===== config.mk =====
export PLATFORM = sky130hd
export DESIGN_NAME = rpm_meter
export DESIGN_NICKNAME = d
export VERILOG_FILES = /design/src/rtl/rpm_pkg.sv /design/src/rtl/hall_edge_det.sv /design/src/rtl/rpm_meter.sv
export SDC_FILE = /design/constraint.sdc
export NUM_CORES = 1
export LEC_CHECK = 0
export CORE_MARGIN = 4
export CORE_UTILIZATION = 58
export DETAILED_ROUTE_END_ITERATION = 16
export PLACE_DENSITY = 0.85
export SYNTH_ARGS = -nofsm -noshare
export SYNTH_HDL_FRONTEND = slang
export SYNTH_SLANG_ARGS = --single-unit

===== constraint.sdc =====
create_clock -name clk -period 2.4 [get_ports clk]
set_input_delay 0.48 -clock clk [delete_from_list [all_inputs] [get_ports clk]]
set_output_delay 0.48 -clock clk [all_outputs]
set_load 0.03 [all_outputs]

===== src/rtl/rpm_pkg.sv =====
// Shared types and defaults for the multi-channel gated RPM meter.
package rpm_pkg;

   // Conversion sequencer states
   typedef enum logic [1:0] {
      ST_IDLE = 2'd0,
      ST_CONV = 2'd1,
      ST_DONE = 2'd2
   } rpm_state_e;

   localparam int DEF_N_CH          = 3;
   localparam int DEF_CNT_W         = 8;
   localparam int DEF_COUNT_MAX     = 200;
   localparam int DEF_RPM_W         = 10;
   localparam int DEF_RPM_PER_COUNT = 4;
   localparam int DEF_GATE_CYCLES   = 50_000_000;

   // Width that holds count * scale without loss (unsigned)
   function automatic int prod_width(input int cnt_w, input int scale);
      return cnt_w + $clog2(scale + 1);
   endfunction

endpackage


===== src/rtl/hall_edge_det.sv =====
// Two-flop synchroniser and rising-edge detector for one Hall/tach input.
module hall_edge_det
   import rpm_pkg::*;
(
   input  logic clk,
   input  logic rst_n,
   input  logic i_hall,
   output logic o_edge
);

   logic r_sync1;
   logic r_sync2;
   logic r_sync_d;

   // Bring the asynchronous input into the clock domain and keep one delayed copy
   always_ff @(posedge clk or negedge rst_n) begin
      if (!rst_n) begin
         r_sync1  <= 1'b0;
         r_sync2  <= 1'b0;
         r_sync_d <= 1'b0;
      end else begin
         r_sync1  <= i_hall;
         r_sync2  <= r_sync1;
         r_sync_d <= r_sync2;
      end
   end

   // One-cycle pulse per synchronised rising edge
   assign o_edge = r_sync2 & ~r_sync_d;

endmodule


===== src/rtl/rpm_meter.sv =====
// Gated edge counting per channel, snapshot on the terminal gate cycle,
// then a sequential count-to-RPM conversion with saturation and a valid strobe.
module rpm_meter
   import rpm_pkg::*;
#(
   parameter int N_CH          = DEF_N_CH,
   parameter int CNT_W         = DEF_CNT_W,
   parameter int COUNT_MAX     = DEF_COUNT_MAX,
   parameter int RPM_W         = DEF_RPM_W,
   parameter int RPM_PER_COUNT = DEF_RPM_PER_COUNT,
   parameter int GATE_CYCLES   = DEF_GATE_CYCLES
)(
   input  logic                    clk,
   input  logic                    rst_n,
   input  logic                    en,
   input  logic [N_CH-1:0]         hall_in,
   output logic [N_CH*RPM_W-1:0]   rpm_out,
   output logic                    rpm_valid,
   output logic [N_CH-1:0]         ovf
);

   localparam int PROD_W  = prod_width(CNT_W, RPM_PER_COUNT);
   localparam int CMP_W   = (PROD_W > RPM_W) ? PROD_W : RPM_W + 1;
   localparam int GATE_W  = (GATE_CYCLES > 1) ? $clog2(GATE_CYCLES) : 1;
   localparam int IDX_W   = (N_CH > 1) ? $clog2(N_CH) : 1;
   localparam int RPM_MAX = (1 << RPM_W) - 1;

   localparam logic [GATE_W-1:0] GATE_LAST = GATE_W'(GATE_CYCLES - 1);
   localparam logic [CNT_W-1:0]  CNT_SAT   = CNT_W'(COUNT_MAX);
   localparam logic [IDX_W-1:0]  IDX_LAST  = IDX_W'(N_CH - 1);

   logic [N_CH-1:0]        w_edge;
   logic [GATE_W-1:0]      r_gate_cnt;
   logic                   w_term;
   logic [CNT_W-1:0]       r_edge_cnt [N_CH];
   logic [CNT_W-1:0]       r_snap_cnt [N_CH];
   logic [N_CH-1:0]        r_snap_sat;

   rpm_state_e             r_state;
   rpm_state_e             w_state_nxt;
   logic [IDX_W-1:0]       r_idx;
   logic [IDX_W-1:0]       w_idx_nxt;
   logic                   w_wr;
   logic                   w_last;

   logic [PROD_W-1:0]      w_prod;
   logic                   w_over;
   logic [RPM_W-1:0]       w_rpm;

   logic [N_CH*RPM_W-1:0]  r_rpm;
   logic [N_CH-1:0]        r_ovf;
   logic                   r_valid;

   genvar g;
   generate
      for (g = 0; g < N_CH; g++) begin : g_ch
         hall_edge_det u_edge (
            .clk    (clk),
            .rst_n  (rst_n),
            .i_hall (hall_in[g]),
            .o_edge (w_edge[g])
         );
      end
   endgenerate

   assign w_term = en && (r_gate_cnt == GATE_LAST);

   // Gate window counter: free-runs 0..GATE_CYCLES-1 while enabled, parked at 0 otherwise
   always_ff @(posedge clk or negedge rst_n) begin
      if (!rst_n) begin
         r_gate_cnt <= {GATE_W{1'b0}};
      end else if (!en || w_term) begin
         r_gate_cnt <= {GATE_W{1'b0}};
      end else begin
         r_gate_cnt <= r_gate_cnt + GATE_W'(1);
      end
   end

   // Per-channel saturating edge counters; an edge on the terminal cycle opens the new window
   always_ff @(posedge clk or negedge rst_n) begin
      if (!rst_n) begin
         for (int i = 0; i < N_CH; i++) r_edge_cnt[i] <= {CNT_W{1'b0}};
      end else begin
         for (int i = 0; i < N_CH; i++) begin
            if (!en) begin
               r_edge_cnt[i] <= {CNT_W{1'b0}};
            end else if (w_term) begin
               r_edge_cnt[i] <= w_edge[i] ? CNT_W'(1) : {CNT_W{1'b0}};
            end else if (w_edge[i] && (r_edge_cnt[i] < CNT_SAT)) begin
               r_edge_cnt[i] <= r_edge_cnt[i] + CNT_W'(1);
            end else begin
               r_edge_cnt[i] <= r_edge_cnt[i];
            end
         end
      end
   end

   // Capture the closing window's counts and saturation flags on the terminal cycle
   always_ff @(posedge clk or negedge rst_n) begin
      if (!rst_n) begin
         for (int i = 0; i < N_CH; i++) r_snap_cnt[i] <= {CNT_W{1'b0}};
         r_snap_sat <= {N_CH{1'b0}};
      end else if (w_term) begin
         for (int i = 0; i < N_CH; i++) begin
            r_snap_cnt[i] <= r_edge_cnt[i];
            r_snap_sat[i] <= (r_edge_cnt[i] >= CNT_SAT);
         end
      end else begin
         r_snap_sat <= r_snap_sat;
      end
   end

   // Scale the selected channel's count and clamp to the RPM range before truncating
   always_comb begin
      w_prod = PROD_W'(r_snap_cnt[r_idx]) * PROD_W'(RPM_PER_COUNT);
      w_over = (CMP_W'(w_prod) > CMP_W'(RPM_MAX));
      if (w_over) begin
         w_rpm = {RPM_W{1'b1}};
      end else begin
         w_rpm = RPM_W'(w_prod);
      end
   end

   // Sequencer state register
   always_ff @(posedge clk or negedge rst_n) begin
      if (!rst_n) begin
         r_state <= ST_IDLE;
         r_idx   <= {IDX_W{1'b0}};
      end else begin
         r_state <= w_state_nxt;
         r_idx   <= w_idx_nxt;
      end
   end

   // Sequencer next state: one channel per CONV cycle, then a single DONE cycle
   always_comb begin
      w_state_nxt = r_state;
      w_idx_nxt   = r_idx;
      w_wr        = 1'b0;
      w_last      = 1'b0;
      case (r_state)
         ST_IDLE: begin
            if (w_term) begin
               w_state_nxt = ST_CONV;
               w_idx_nxt   = {IDX_W{1'b0}};
            end else begin
               w_state_nxt = ST_IDLE;
            end
         end
         ST_CONV: begin
            w_wr = 1'b1;
            if (r_idx == IDX_LAST) begin
               w_last      = 1'b1;
               w_state_nxt = ST_DONE;
               w_idx_nxt   = {IDX_W{1'b0}};
            end else begin
               w_idx_nxt   = r_idx + IDX_W'(1);
            end
         end
         ST_DONE: begin
            w_state_nxt = ST_IDLE;
         end
         default: begin
            w_state_nxt = ST_IDLE;
            w_idx_nxt   = {IDX_W{1'b0}};
         end
      endcase
   end

   // Result registers: slice and overflow bit of the channel being converted, plus the strobe
   always_ff @(posedge clk or negedge rst_n) begin
      if (!rst_n) begin
         r_rpm   <= {(N_CH*RPM_W){1'b0}};
         r_ovf   <= {N_CH{1'b0}};
         r_valid <= 1'b0;
      end else begin
         for (int i = 0; i < N_CH; i++) begin
            if (w_wr && (r_idx == IDX_W'(i))) begin
               r_rpm[i*RPM_W +: RPM_W] <= w_rpm;
               r_ovf[i]                <= r_snap_sat[i];
            end
         end
         r_valid <= w_last;
      end
   end

   assign rpm_out   = r_rpm;
   assign ovf       = r_ovf;
   assign rpm_valid = r_valid;

endmodule


==> results.yml <==
synthesis:
  yosys.area.top_type_share: 0.554
  synth_area_leaders: "dfrtp_1, mux2_1, nor2_1"
  syn_area_um2: 5330
  synth-edff-count: 0
  synth_top_flop_cell: "dfrtp_1"
  yosysMostFrequentCell: "dfrtp_1"
  ys_ff_latch: 118
  yosys-top-cells-count: "dfrtp_1, nor2_1, a21oi_1"
  synth_cells: 496
  yosys_warnings: 0
  avgSynthCellArea_um2: 10.8
  synthArstFlopShare: 1.00
  yosysTopAreaCell: "dfrtp_1"
  synth-seq-area-share: 0.554
  ys_types: 54
sta:
  maxSlewViolCount: 0
  period_needed_ns: 2.22
  rsz0062_at_grt: "false"
  tns_ns: 0
  hold_violations: 0
  max_freq_mhz: 450
  setup_viol: 0
  period_share: 0.925
  tightest_slew_ns: 0.659
  fin_skew_ns: 0.00964
  slew_headroom: 0.560
critical_path:
  required_ns: 2.79
  reg2reg_to: "r_snap_sat[0]$_DFFE_PN0P_"
  reg2reg_depth: 6
  worstPathMaxFanout: 30
  regToRegStartpoint: "r_gate_cnt[0]$_DFF_PN0_"
  r2r_setup_slack_ns: 0.18
  cp-endpoint: "r_snap_sat[0]$_DFFE_PN0P_"
  critPathLaunch: "r_gate_cnt[0]$_DFF_PN0_"
  cp-start-kind: "register"
  cp-end-kind: "register"
  timing_worst_setup_path_type: "register to register"
  critPathArrivalTime_ns: 2.61
floorplanning:
  rows: 34
  die-area_um2: 10800
  core_um2: 8850
  fp.dieH_um: 104
  dieWidth_um: 104
  ios: 40
  start_util: 0.603
drt:
  routed-via-count: 4034
  wl_per_cell_um: 17.9
  drc_errors: 0
  postRouteAntennaNets: 0
  drt-initial-drc-count: 270
  first_pass_iters: 5
  wirelength_um: 11800
  viasPerCell: 6.13
flow_run:
  drv_cap: 0
final_layout:
  nNetsFinal: 550
  instances_no_fill: 658
  antennaDiodeCount: 0
  drive_above_1_share: 0.105
  synthToLayoutAreaGrowth_pct: 20.3
pwr:
  peakVddDrop_mv: 0.538
  p_per_area_nw_per_um2: 738
  p_leak_nw: 2.92
clock_network:
  clock_path_buffers: 2
  post_cts_buffers: 0
  h-tree-depth: 4
  cts_tree: "done"
  worst_skew_pair.late_latency_ns: 0.52
  cts_made_buffers: 17
  root_buffer: "clkbuf_8"
  numClockSinks: 118
  cts_resized: 0
  clk_pin_slew_ns: 0.06
grt:
  grt_pass1_wl_um: 20300
  grt_pass1_vias: 4022
  grt.overflow.total: 0
  grt_max_degree: 43
  grtUsageTotal: 0.234
  antenna_found_initial: 0
placed_design:
  dp_hpwl_um: 7790
  portBuffers: 33
  placed_cells: 625
  gp_congestion: 0.833
status:
  outcome: "complete, no violations"
min_path:
  hold_class: "register to register"
[power breakdown]
group | internal, W | switching, W | leakage (nW) | total (W)
clock network | 0.00165 | 0.000934 | 0.295 | 0.00258
logic | 0.0000325 | 0.0000896 | 1.01 | 0.000122
registers | 0.00201 | 0.0000183 | 1.61 | 0.00203
total | 0.00369 | 0.00104 | 2.92 | 0.00473
[how the worst min path moves through the flow]
stage	depth (start not counted)	slack [ns]	endpoint	startpoint
2_1_floorplan	0	0.18	g_ch[0].u_edge.r_sync1$_DFF_PN0_	rst_n
4_1_cts	0	0.35	g_ch[2].u_edge.r_sync2$_DFF_PN0_	g_ch[2].u_edge.r_sync1$_DFF_PN0_
6_report	0	0.35	g_ch[2].u_edge.r_sync2$_DFF_PN0_	g_ch[2].u_edge.r_sync1$_DFF_PN0_
3_5_place_dp	0	0.33	g_ch[2].u_edge.r_sync2$_DFF_PN0_	g_ch[2].u_edge.r_sync1$_DFF_PN0_
3_3_place_gp	0	0.33	g_ch[0].u_edge.r_sync2$_DFF_PN0_	g_ch[0].u_edge.r_sync1$_DFF_PN0_
5_1_grt	0	0.36	g_ch[2].u_edge.r_sync2$_DFF_PN0_	g_ch[2].u_edge.r_sync1$_DFF_PN0_
[area by class of cell]
cell class | count | area [um^2]
flip-flops and latches | 118 | 2950
fillers | 575 | 2430
multi-input cells | 340 | 2210
repair buffers | 45 | 445
clock buffers | 19 | 442
clock inverters | 13 | 171
well taps | 108 | 135
inverters | 15 | 56.3
[cell families after synthesis]
group	Yosys count	synth area share
adder cells (fa/ha/maj)	7	0.0164
buffers and inverters	43	0.0368
AND/OR/NAND/NOR	177	0.176
XOR/XNOR	27	0.0443
other	1	0.000703
AO/OA/AOI/OAI	85	0.0939
flip-flops	118	0.554
multiplexers	38	0.0784
[state kept, by name, summed over array words and instances (netlist names)]
signal and cells:
g_ch.u_edge.r_sync_d 3, r_gate_cnt 26, rpm_out 24, r_edge_cnt 24
r_snap_cnt 24, r_snap_sat 3, ovf 3, g_ch.u_edge.r_sync1 3
rpm_valid 1, r_state 2, g_ch.u_edge.r_sync2 3, r_idx 2
[layer usage]
layer / vias up / track usage / share of wire
met5: - / 0 / 0
met4: 0 / 0.115 / 0.032
met3: 39 / 0.0478 / 0.047
met2: 141 / 0.383 / 0.51
met1: 2007 / 0.298 / 0.42
li1: 1847 / - / -
[metrics by stage]
step / util / hold WS (ns) / instance area (um^2) / total power, W / worst slack [ns]
after floorplan: - / 0.184 / 5350 / 0.00212 / 0.470
after global placement: 0.654 / 0.333 / 5790 / 0.00218 / 0.367
after detailed placement: 0.654 / 0.335 / 5790 / 0.00218 / 0.223
after CTS: 0.725 / 0.348 / 6410 / 0.00476 / 0.184
after global routing: 0.725 / 0.359 / 6410 / 0.00488 / 0.0439
final: 0.725 / 0.346 / 6410 / 0.00473 / 0.180
[critical path, cell delays in order (launching register included)]
cell and delay (ns):
dfrtp_1 0.39, ha_1 0.26, and4_1 0.27, nand4_1 0.26, nor3_2 0.32, buf_12 0.23, mux2_1 0.36
[repair_timing]
action	CTS	global route
endpoints found under the setup margin	0	0
endpoints found under the hold margin	33	0
hold buffers	1	0
[cell usage in the layout, fill, tap and decap left out, types with 4 or more instances in the layout]
cell type,instances
xor2_1,10
nand3_1,16
nor4_1,6
xnor2_1,17
conb_1,6
nor3_1,8
nand4_1,8
or3_1,6
mux2i_1,8
o21ai_0,6
and3_1,6
mux2_1,28
nor2_1,74
o31ai_1,7
nand2_1,19
dfrtp_1,118
ha_1,7
a21oi_1,48
clkdlybuf4s50_1,32
clkbuf_16,16
inv_1,13
buf_4,10
clkinv_4,4
a31oi_1,7
or4_1,6
(Power assumes the default switching activity.)
